===== src/rtl/nibble_serial_sub.sv =====
// Serial subtractor: diff = a - b - bin, computed one nibble per clock through a
// 4-bit carry-lookahead slice, least-significant nibble first.
module nibble_serial_sub #(
    parameter int NIBBLES = 4
) (
    input  logic                   clk,
    input  logic                   rst,
    input  logic                   start,
    input  logic [4*NIBBLES-1:0]   a,
    input  logic [4*NIBBLES-1:0]   b,
    input  logic                   bin,
    output logic                   busy,
    output logic                   done,
    output logic [4*NIBBLES-1:0]   diff,
    output logic                   bout,
    output logic                   ovf,
    output logic                   zero
);

    localparam int W  = 4 * NIBBLES;
    localparam int CW = (NIBBLES > 1) ? $clog2(NIBBLES) : 1;

    typedef enum logic {IDLE, RUN} state_t;

    state_t          state_q, state_d;
    logic [CW-1:0]   cnt_q, cnt_d;
    logic            carry_q, carry_d;
    logic [W-1:0]    a_q, a_d;
    logic [W-1:0]    b_q, b_d;
    logic [W-1:0]    shadow_q, shadow_d;
    logic [W-1:0]    diff_q, diff_d;
    logic            bout_q, bout_d;
    logic            ovf_q, ovf_d;
    logic            zero_q, zero_d;
    logic            busy_q, busy_d;
    logic            done_q, done_d;

    logic [3:0]      nib_a, nib_nb, p, g, s;
    logic [4:0]      c;
    logic [W-1:0]    shadow_next;
    logic            last;

    // Operand registers shift right each RUN cycle, so the slice always sees nibble 0.
    always_comb begin
        nib_a  = a_q[3:0];
        nib_nb = ~b_q[3:0];
        p      = nib_a ^ nib_nb;
        g      = nib_a & nib_nb;
        c[0]   = carry_q;
        c[1]   = g[0] | (p[0] & c[0]);
        c[2]   = g[1] | (p[1] & g[0]) | (p[1] & p[0] & c[0]);
        c[3]   = g[2] | (p[2] & g[1]) | (p[2] & p[1] & g[0])
               | (p[2] & p[1] & p[0] & c[0]);
        c[4]   = g[3] | (p[3] & g[2]) | (p[3] & p[2] & g[1])
               | (p[3] & p[2] & p[1] & g[0]) | (p[3] & p[2] & p[1] & p[0] & c[0]);
        s      = p ^ c[3:0];
    end

    // New result nibble enters at the top; after NIBBLES shifts the word is aligned.
    assign shadow_next = (shadow_q >> 4) | (W'(s) << (W - 4));
    assign last        = (cnt_q == CW'(NIBBLES - 1));

    always_comb begin
        state_d  = state_q;
        cnt_d    = cnt_q;
        carry_d  = carry_q;
        a_d      = a_q;
        b_d      = b_q;
        shadow_d = shadow_q;
        diff_d   = diff_q;
        bout_d   = bout_q;
        ovf_d    = ovf_q;
        zero_d   = zero_q;
        busy_d   = busy_q;
        done_d   = 1'b0;
        case (state_q)
            IDLE: begin
                if (start) begin
                    a_d      = a;
                    b_d      = b;
                    carry_d  = ~bin;
                    cnt_d    = '0;
                    shadow_d = '0;
                    busy_d   = 1'b1;
                    state_d  = RUN;
                end
            end
            RUN: begin
                a_d      = a_q >> 4;
                b_d      = b_q >> 4;
                carry_d  = c[4];
                shadow_d = shadow_next;
                cnt_d    = cnt_q + CW'(1);
                if (last) begin
                    // On the last nibble a_q[3]/b_q[3] are the operands' sign bits.
                    diff_d  = shadow_next;
                    bout_d  = ~c[4];
                    ovf_d   = (a_q[3] != b_q[3]) && (shadow_next[W-1] != a_q[3]);
                    zero_d  = (shadow_next == '0);
                    cnt_d   = '0;
                    busy_d  = 1'b0;
                    done_d  = 1'b1;
                    state_d = IDLE;
                end
            end
            default: state_d = IDLE;
        endcase
    end

    always_ff @(posedge clk) begin
        if (rst) begin
            state_q  <= IDLE;
            cnt_q    <= '0;
            carry_q  <= 1'b0;
            a_q      <= '0;
            b_q      <= '0;
            shadow_q <= '0;
            diff_q   <= '0;
            bout_q   <= 1'b0;
            ovf_q    <= 1'b0;
            zero_q   <= 1'b0;
            busy_q   <= 1'b0;
            done_q   <= 1'b0;
        end else begin
            state_q  <= state_d;
            cnt_q    <= cnt_d;
            carry_q  <= carry_d;
            a_q      <= a_d;
            b_q      <= b_d;
            shadow_q <= shadow_d;
            diff_q   <= diff_d;
            bout_q   <= bout_d;
            ovf_q    <= ovf_d;
            zero_q   <= zero_d;
            busy_q   <= busy_d;
            done_q   <= done_d;
        end
    end

    assign busy = busy_q;
    assign done = done_q;
    assign diff = diff_q;
    assign bout = bout_q;
    assign ovf  = ovf_q;
    assign zero = zero_q;

endmodule


===== config.mk =====
export PLATFORM = sky130hd
export DESIGN_NAME = nibble_serial_sub
export DESIGN_NICKNAME = d
export VERILOG_FILES = /design/src/rtl/nibble_serial_sub.sv
export SDC_FILE = /design/constraint.sdc
export NUM_CORES = 1
export LEC_CHECK = 0
export ABC_AREA = 1
export ABC_CLOCK_PERIOD_IN_PS = 1500
export CAP_MARGIN = 20
export CORE_MARGIN = 5
export CORE_UTILIZATION = 52
export CTS_CLUSTER_DIAMETER = 100
export CTS_CLUSTER_SIZE = 8
export DETAILED_ROUTE_END_ITERATION = 7
export MAX_ROUTING_LAYER = met4
export PLACE_DENSITY = 0.8
export SYNTH_ARGS = -nofsm -noshare
export SYNTH_HDL_FRONTEND = slang
export SYNTH_SLANG_ARGS = --single-unit

===== constraint.sdc =====
create_clock -name clk -period 1.5 [get_ports clk]
set_input_delay 0.225 -clock clk [delete_from_list [all_inputs] [get_ports clk]]
set_output_delay 0.225 -clock clk [all_outputs]
set_load 0.1 [all_outputs]

Word level (Yosys, flattened, before mapping)
Cells that the tools add are included.
Widths: inputs -> output; s select.
{"block": "classes", "n_addsub": 1, "n_mux": 18, "n_bitwise": 34, "eq_ne": 5, "n_reduce_logical": 5}
{"cell": "$pmux 16 s2", "count": 3}
{"cell": "$mux 16", "count": 3}
{"cell": "$and 1x1->1", "count": 16}
{"cell": "$logic_not 16->1", "count": 1}
{"cell": "$or 12x16->16", "count": 1}
{"cell": "$or 1x1->1", "count": 10}
{"cell": "$xor 4x4->4", "count": 2}
{"cell": "$mux 1", "count": 6}
{"cell": "$pmux 1 s2", "count": 3}
{"cell": "$and 4x4->4", "count": 1}
{"cell": "$mux 2", "count": 2}
{"cell": "$not 4->4", "count": 1}
{"cell": "$pmux 2 s2", "count": 1}
{"cell": "$reduce_and 2->1", "count": 2}
{"cell": "$not 1->1", "count": 3}
{"cell": "$add 2x1->2 const B", "count": 1}
{"cell": "$eq 2x2->1 const B", "count": 1}
{"cell": "$ne 1x1->1", "count": 2}
{"cell": "$ne 2x1->1 const B", "count": 1}
{"cell": "$ne 2x2->1 const B", "count": 1}
{"cell": "$reduce_or 2->1", "count": 1}
{"cell": "$logic_and 1x1->1", "count": 1}
{"block": "totals", "reg_bits": 73, "elab_cells": 75, "out_inout_bits": 21, "in_bits": 36}

Depth between registers and ports, before layout
Gate-level depths: netlist of the first run.
{"block": "logic_depth", "depth_word": 10, "mapped_depth": 10, "depth_no_buf": 10}

Worst setup path before layout of the first run
No wires, ideal clock.
{"block": "synth_path", "path_type": "reg2reg", "startpoint": "register b_q[2]", "endpoint": "register zero_q, in the netlist zero", "synth_period_minus_slack_ns": 1.344, "stages_incl_launch_ff": 10, "path_slack_ns": 0.156, "arrival_ns": 1.229, "path_buffers": 0, "required_time_ns": 1.385, "setup_ns": 0.115, "path_cell_list": "dfxtp_1 inv_1 ha_1 or2_0 nand2_1 nand2_1 nand2_1 nand2_1 nand2_1 nand2_1"}
{"block": "synth_via", "elab_chain_cells": 9, "word_cells_on_any_way": 14, "classes_between": "13 x bitwise; 1 x reduce/logical"}
{"element": "start: declaration", "line_no": "29", "rtl": "logic [W-1:0] b_q, b_d;"}
{"element": "start signal: assignment", "line_no": "116", "rtl": "b_q <= '0;"}
{"element": "start signal: assignment", "line_no": "129", "rtl": "b_q <= b_d;"}
{"element": "$not 4->4 (*)", "line_no": "46", "rtl": "nib_nb = ~b_q[3:0];"}
{"element": "$xor 4x4->4", "line_no": "47", "rtl": "p = nib_a ^ nib_nb;"}
{"element": "$and 1x1->1, on equally long branches", "line_no": "52, 53"}
{"element": "$or 1x1->1, or another cell as far along", "line_no": "52", "rtl": "c[3] = g[2] | (p[2] & g[1]) | (p[2] & p[1] & g[0])"}
{"element": "$or 1x1->1 / $and 1x1->1 (equally long branches)", "line_no": "52, 53"}
{"element": "$or 1x1->1", "line_no": "53", "rtl": "| (p[2] & p[1] & p[0] & c[0]);"}
{"element": "$xor 4x4->4 (*)", "line_no": "56", "rtl": "s = p ^ c[3:0];"}
{"element": "$or 12x16->16 (*)", "line_no": "60", "rtl": "assign shadow_next = (shadow_q >> 4) | (W'(s) << (W - 4));"}
{"element": "$logic_not 16->1 (*)", "line_no": "99", "rtl": "zero_d = (shadow_next == '0);"}
{"element": "end signal: assignment", "line_no": "134", "rtl": "zero_q <= zero_d;"}
{"element": "end: declaration", "line_no": "34", "rtl": "logic zero_q, zero_d;"}
Every way passes the cells marked *; elsewhere a longest branch is shown, timed or not.
A chain may end at the register's enable or synchronous reset.

Worst setup path after layout of the first run
{"block": "layout_path", "startpoint": "register b_q[0]", "endpoint": "register zero_q, in the netlist zero"}
{"block": "layout_via", "word_cells_on_any_way": 18, "classes_between": "17 x bitwise; 1 x reduce/logical"}
{"element": "$not 4->4", "line_no": "46"}
{"element": "$xor 4x4->4", "line_no": "47"}
{"element": "$xor 4x4->4", "line_no": "56"}
{"element": "via s[0]", "line_no": "38", "rtl": "logic [3:0] nib_a, nib_nb, p, g, s;"}
{"element": "$or 12x16->16", "line_no": "60"}
{"element": "$logic_not 16->1", "line_no": "99"}
The timed path passes the listed nets, and every way through them passes these cells.

==> results of run 1 <==
## per-stage QoR
stage	TNS (ns)	instance area (µm²)	setup WS (ns)
3_5_place_dp	-0.08160	3918	-0.02432
3_3_place_gp	0	3918	0.01361
5_1_grt	-0.07288	4170	-0.05660
4_1_cts	0	4140	0.02907
2_1_floorplan	0	3049	0.1557
6_report	0	4170	0.07163
## worst paths after layout
| kind | cells past startpoint | to | slack (ns) |
|---|---|---|---|
| worst max register to register | 9 | zero | 0.07 |
| worst max-delay path | 9 | zero | 0.07 |
| worst min register to register | 2 | b_q[13] | 0.46 |
| worst min-delay path | 3 | b_q[12] | 0.46 |
## cell type report
class                      instances  area share (%)
clock inverter                     5           1.410
clock buffer                      11           3.630
multi-input combinational        261           31.68
timing repair buffer              77           22.56
inverter                          57           5.311
tap                               72           2.160
sequential                        69           33.24
## power by group through the flow
stage / Combinational (mW) / Clock (mW) / Sequential (mW)
finish: 0.622 / 1.55 / 1.96
global route: 0.691 / 1.66 / 1.97
CTS: 0.597 / 1.57 / 1.96
detailed placement: 0.586 / 0 / 2.00
global placement: 0.567 / 0 / 1.99
floorplan: 0.365 / 0 / 2.00
## sequential cells by signal, indices dropped and copies added, names as in the netlist
register  flops
busy          1
state_q       1
shadow_q     12
carry_q       1
zero          1
ovf           1
b_q          16
done          1
a_q          16
cnt_q         2
diff         16
bout          1
## cells in the mapped netlist (4+ instances only)
master / count
a21oi_1: 24
a22oi_1: 4
a22o_1: 8
o221ai_1: 4
nor2_1: 21
buf_4: 5
ha_1: 5
dfxtp_1: 69
nand2_1: 119
nand3_1: 44
inv_1: 52
o21ai_0: 20
buf_6: 7
buf_2: 7
## cells by family (layout without fill, tap and decap cells)
logic type	after synthesis	in the layout
AND/OR/NAND/NOR	192	192
buffers and inverters	79	150
AO/OA/AOI/OAI	63	63
adder cells (fa/ha/maj)	6	6
flip-flops	69	69
## layer usage
| metal | part of all wire (%) | vias to the layer above |
|---|---|---|
| met5 | 0 | - |
| met4 | 1.4 | 0 |
| met3 | 6.2 | 11 |
| met2 | 50 | 94 |
| met1 | 42 | 1311 |
| li1 | - | 1438 |
## worst register-to-register path: cells and delay by family, from the launching register on
kind | cells | cell delay, ns
adder cells (fa/ha/maj) | 1 | 0.46
AND/OR/NAND/NOR | 6 | 0.47
flip-flops | 1 | 0.33
buffers and inverters | 2 | 0.13
## timing repair
action,CTS,global route
setup endpoints to repair,2,4
resized for setup,1,12
pin swaps,0,3
endpoints found under the hold margin,0,0
==> reports/qor.csv, run 1 <==
stage;metric;value;unit
global_routing;grt_usage;21.02;%
logic_synthesis;synthArstFlopShare;0;%
sta;hold_ws;0.4645;ns
power_and_ir_drop;ir_worst_vdd;0.5733;mV
sta;worst_slew_pin_slew;0.3937;ns
critical_path;critPathTopFamily;adder cells;
drt;drc;0;
sta;fin_worst_skew;0.009393;ns
critical_path;crit_slowest_cell;fa_1;
layout;register_area;1386;µm²
drt;vias;2854;
clock_network;htreeDepth;3;
layout;syn_to_final_growth;36.77;%
power_and_ir_drop;p_total;4.136;mW
place;place_congestion;0.8315;
power_and_ir_drop;clockPowerShare;37.6;%
logic_synthesis;yosysWarnings;0;
critical_path;crit_arrival;1.72;ns
power_and_ir_drop;pwr-share-comb;15.0;%
critical_path;r2r-start;b_q[0];
clock_network;cts_buffers;9;
power_and_ir_drop;p_per_area;991.8;nW/µm²
critical_path;crit_chain;inv_2 > fa_1 > inv_2 > nand3_2 > nor2_2 > nand3_1 > nor2_1 > nand2_1 > nand2_1;
sta;period_minus_slack;1.428;ns
drt;first_pass_iters;4;
logic_synthesis;ys_ff_latch;69;
sta;final_max_slew_viol_count;0;
sta;fmax;0.7001;GHz
drt;ant_nets;0;
logic_synthesis;synth_fa_ha_area_share;2.708;%
clock_network;clkSinkCount;69;
logic_synthesis;synth.cell_area;3049;µm²
place;port_buffers;56;
clock_network;cts-hold-fix-buffers;0;
critical_path;crit_start;b_q[0];
die;die_y;86.58;µm
drt;avgViaCountPerCell;5.170;
logic_synthesis;syn_inst;409;
power_and_ir_drop;pwr-share-seq;47.4;%
logic_synthesis;synthMuxAreaShare;0;%
power_and_ir_drop;p_int;3.041;mW
logic_synthesis;synth_edf_count;0;
logic_synthesis;synth.distinct_cells;27;
layout;finish.utilization;74.36;%
global_routing;met2_usage;34.77;%
layout;fill_cells;448;
clock_network;clkTransAtPathRegs;0.07;ns
drt;drt_first_iter_violations;197;
logic_synthesis;synth_ff_type;dfxtp_1;
logic_synthesis;synth_top_cell_by_area;dfxtp_1;
logic_synthesis;synth_top_family_by_area;simple AND/OR/NAND/NOR gates;
sta;hold_viol;0;
hold_path;hp-class;in2reg;
drt;route.detailed.wl_per_inst;13.48;µm
logic_synthesis;synth_compound_area_share;12.35;%
logic_synthesis;synth_xor_area_share;0;%
global_routing;grt_most_used_layer;met2;
sta;relSlewSlack;73.72;%
logic_synthesis;synth_top_area_share;45.30;%
critical_path;startpoint_type;flip-flop;
power_and_ir_drop;power.share.switching;26.48;%
outcome;status;complete, no violations;
layout;multi_input_area;1321;µm²
critical_path;end_kind;flip-flop;
clock_network;ctsRootBufferMaster;clkbuf_8;
global_routing;antenna_found_initial;0;
layout;drive_above_1_share;16.88;%
sta;setup_viol;0;
global_routing;grt_max_degree;33;
die;core.rowCount;27;
die;dieArea;7495;µm²
power_and_ir_drop;p_switching;1.095;mW
critical_path;critical_path_required;1.79;ns
logic_synthesis;mappedNetlistNets;451;
die;start_util;54.37;%
global_routing;grtUsageMet3;3.707;%
critical_path;slowest_delay;0.46;ns
clock_network;cts_buffer_depth;2;
global_routing;grt_pass1_vias;2725;
critical_path;crit_buf_inv;2;
hold_path;hold_start;b[12];
logic_synthesis;ys_seq_area_share;45.30;%
logic_synthesis;synthSimpleGateAreaFrac;27.04;%
clock_network;cts_tree;built;
drt;wirelength;7443;µm
flow_run;drv_cap;0;
sta;grt_setup_unrepaired;true;
clock_network;cts_setup_buffers;0;
clock_network;clock_latency;0.34;ns
global_routing;grt_util_met1;24.72;%
critical_path;worstPathMaxFanout;3;
layout;fin_cells;552;
layout;nNetsFinal;517;
global_routing;grt_first_pass_wirelength;12120;µm
sta;min_period_over_period;95.22;%
place;dp_cells;536;
layout;layout_common_cells;117 x nand2_1, 65 x dfxtp_1, 49 x inv_1, 43 x nand3_1, 35 x clkdlybuf4s50_1;
logic_synthesis;synth.top_cells.by_area;dfxtp_1 45%, nand2_1 15%, nand3_1 7.2%, inv_1 6.4%, a21oi_1 3.9%;
die;die_width;86.58;µm
global_routing;overflow;0;
layout;final_common_cell;nand2_1;
layout;n_antenna_cell;0;
logic_synthesis;syn_avg_cell_area;7.455;µm²
die;core;5608;µm²
place;hpwlAfterDp;5455;µm
die;io-pin-count;57;
power_and_ir_drop;p_leak;1.911;nW
critical_path;critPathKind;reg2reg;
(Power assumes the default switching activity.)
==> run 2, diff against run 1 <==
--- a/config.mk
+++ b/config.mk
@@ -8,13 +8,15 @@
 export ABC_AREA = 1
 export ABC_CLOCK_PERIOD_IN_PS = 1500
 export CAP_MARGIN = 20
+export CELL_PAD_IN_SITES_DETAIL_PLACEMENT = 1
+export CELL_PAD_IN_SITES_GLOBAL_PLACEMENT = 1
 export CORE_MARGIN = 5
-export CORE_UTILIZATION = 52
+export CORE_UTILIZATION = 37
 export CTS_CLUSTER_DIAMETER = 100
 export CTS_CLUSTER_SIZE = 8
 export DETAILED_ROUTE_END_ITERATION = 7
 export MAX_ROUTING_LAYER = met4
-export PLACE_DENSITY = 0.8
+export PLACE_DENSITY_LB_ADDON = 0.1
 export SYNTH_ARGS = -nofsm -noshare
 export SYNTH_HDL_FRONTEND = slang
 export SYNTH_SLANG_ARGS = --single-unit
==> reports/qor.csv, run 2 (synthesis gave the netlist of run 1 again) <==
stage;metric;value;unit;change
outcome;status;complete, no violations;;
die;core.rowCount;33;;+22%
layout;final_common_cell;nand2_1;;
clock_network;cts_buffers;9;;unchanged
critical_path;slowest_delay;0.33;ns;-0.13 ns
hold_path;min_path_cells;2;;-1
layout;register_area;1385;µm²;about the same
power_and_ir_drop;p_leak;1.904;nW;-0.38%
die;io-pin-count;57;;unchanged
sta;fin_worst_skew;0.01221;ns;+0.002816 ns
critical_path;crit_slowest_cell;dfxtp_1;;
layout;drive_above_1_share;18.13;%;+1.2 points
sta;worst_slew_pin_slew;0.3187;ns;-0.07494 ns
die;dieArea;10160;µm²;+36%
critical_path;critPathTopFamily;simple AND/OR/NAND/NOR gates;;
drt;wirelength;8300;µm;+12%
global_routing;overflow;0;;unchanged
sta;hold_ws;0.4649;ns;+0.0004630 ns
clock_network;ctsRootBufferMaster;clkbuf_8;;
place;place_congestion;0.7872;;-5.3%
power_and_ir_drop;ir_worst_vdd;0.5208;mV;-9.2%
critical_path;critPathKind;reg2reg;;
sta;period_minus_slack;1.478;ns;+0.04930 ns
sta;grt_setup_unrepaired;true;;
critical_path;crit_chain;inv_2 > ha_4 > buf_4 > nand2_2 > nor2_1 > nand3_1 > nand3_2 > buf_4 > o21ai_0;;
clock_network;clock_latency;0.34;ns;about the same
place;dp_cells;568;;+6.0%
critical_path;startpoint_type;flip-flop;;
critical_path;worstPathMaxFanout;4;;+1
global_routing;grt_pass1_vias;2904;;+6.6%
sta;min_period_over_period;98.51;%;+3.3 points
sta;setup_viol;0;;unchanged
clock_network;cts_buffer_depth;2;;unchanged
hold_path;hp-class;reg2reg;;
clock_network;clkSinkCount;69;;unchanged
die;die_y;100.8;µm;+16%
critical_path;end_kind;flip-flop;;
place;placed_area;3976;µm²;+1.5%
drt;vias;2827;;-0.95%
drt;first_pass_iters;4;;unchanged
drt;avgViaCountPerCell;4.832;;-6.5%
sta;hold_viol;0;;unchanged
clock_network;cts_tree;built;;
die;start_util;37.49;%;-17 points
place;dp_slack;-0.08425;ns;-0.05993 ns
layout;n_antenna_cell;0;;unchanged
sta;final_max_slew_viol_count;0;;unchanged
critical_path;crit_buf_inv;3;;+1
clock_network;htreeDepth;3;;unchanged
global_routing;grt_first_pass_wirelength;13650;µm;+13%
sta;tns;0;ns;unchanged
die;die_width;100.8;µm;+16%
clock_network;clkTransAtPathRegs;0.08;ns;about the same
drt;ant_nets;0;;unchanged
place;port_buffers;56;;unchanged
global_routing;grt_max_degree;33;;unchanged
critical_path;cp.depth;9;;unchanged
layout;finish.utilization;52.16;%;-22 points
layout;syn_to_final_growth;39.15;%;
layout;fin_cells;585;;+6.0%
global_routing;antenna_found_initial;0;;unchanged
power_and_ir_drop;p_total;3.978;mW;-3.8%
critical_path;crit_arrival;1.70;ns;-0.02 ns
critical_path;r2r_cells;9;;unchanged
layout;nNetsFinal;517;;unchanged
global_routing;grt_usage;17.29;%;-3.7 points
sta;setup_ws;0.02233;ns;-0.04930 ns
layout;final_cell_area;4243;µm²;+1.7%
drt;drt_first_iter_violations;55;;-72%
power_and_ir_drop;p_per_area;937.6;nW/µm²;-5.5%
layout;layout_common_cells;116 x nand2_1, 66 x dfxtp_1, 49 x inv_1, 41 x nand3_1, 35 x clkdlybuf4s50_1;;
layout;multi_input_area;1365;µm²;+3.3%
drt;route.detailed.wl_per_inst;14.19;µm;+5.2%
layout;fill_cells;969;;+120%
sta;fmax;0.6767;GHz;-3.3%
critical_path;critical_path_required;1.72;ns;-0.07 ns
flow_run;drv_cap;0;;unchanged
critical_path;crit_top_cell;buf_4;;
drt;drc;0;;unchanged
sta;relSlewSlack;78.75;%;+5.0 points
die;core;8134;µm²;+45%
place;hpwlAfterDp;6081;µm;+11%
-- run 2: metal layers --
layer | track usage (%) | vias to the layer above | share of wire (%)
met5 | - | - | 0
li1 | - | 1434 | -
met2 | 30.08 | 43 | 52
met4 | 5.181 | 0 | 1.2
met3 | 3.183 | 8 | 2.7
met1 | 20.21 | 1342 | 44
-- run 2: worst paths after layout --
| path | from | end | slack [ns] |
|---|---|---|---|
| max | b_q[2] | bout | 0.02 |
| min | a_q[14] | a_q[14] | 0.46 |
| max reg2reg | b_q[2] | bout | 0.02 |
| min reg2reg | a_q[14] | a_q[14] | 0.46 |
-- run 2: worst min-delay path, delay by kind of cell (launching register included) --
kind	cells	cell delay, ns
AOI/OAI and AO/OA	1	0.05
DFF	1	0.31
and+or+nand+nor	1	0.06
-- run 2: power breakdown --
| group | leakage [nW] | internal [mW] | switching (mW) | total (mW) |
|---|---|---|---|---|
| Clock | 0.0820 | 0.605 | 0.749 | 1.35 |
| Sequential | 0.563 | 1.90 | 0.0484 | 1.95 |
| Combinational | 1.26 | 0.302 | 0.370 | 0.672 |
-- run 2: repair_timing --
| item | CTS | global route |
|---|---|---|
| hold buffers | 0 | 0 |
| pin swaps | 3 | 10 |
| endpoints found under the setup margin | 1 | 8 |
| setup buffers | 1 | 0 |
| resized for setup | 4 | 16 |
-- run 2: area by class of cell --
cell class	instances	share of cell area (%)
clock buffer	9	2.919
multi-input combinational	261	32.17
timing repair buffer	77	22.77
clock inverter	7	1.180
inverter	57	5.220
sequential	69	32.65
tap	105	3.096
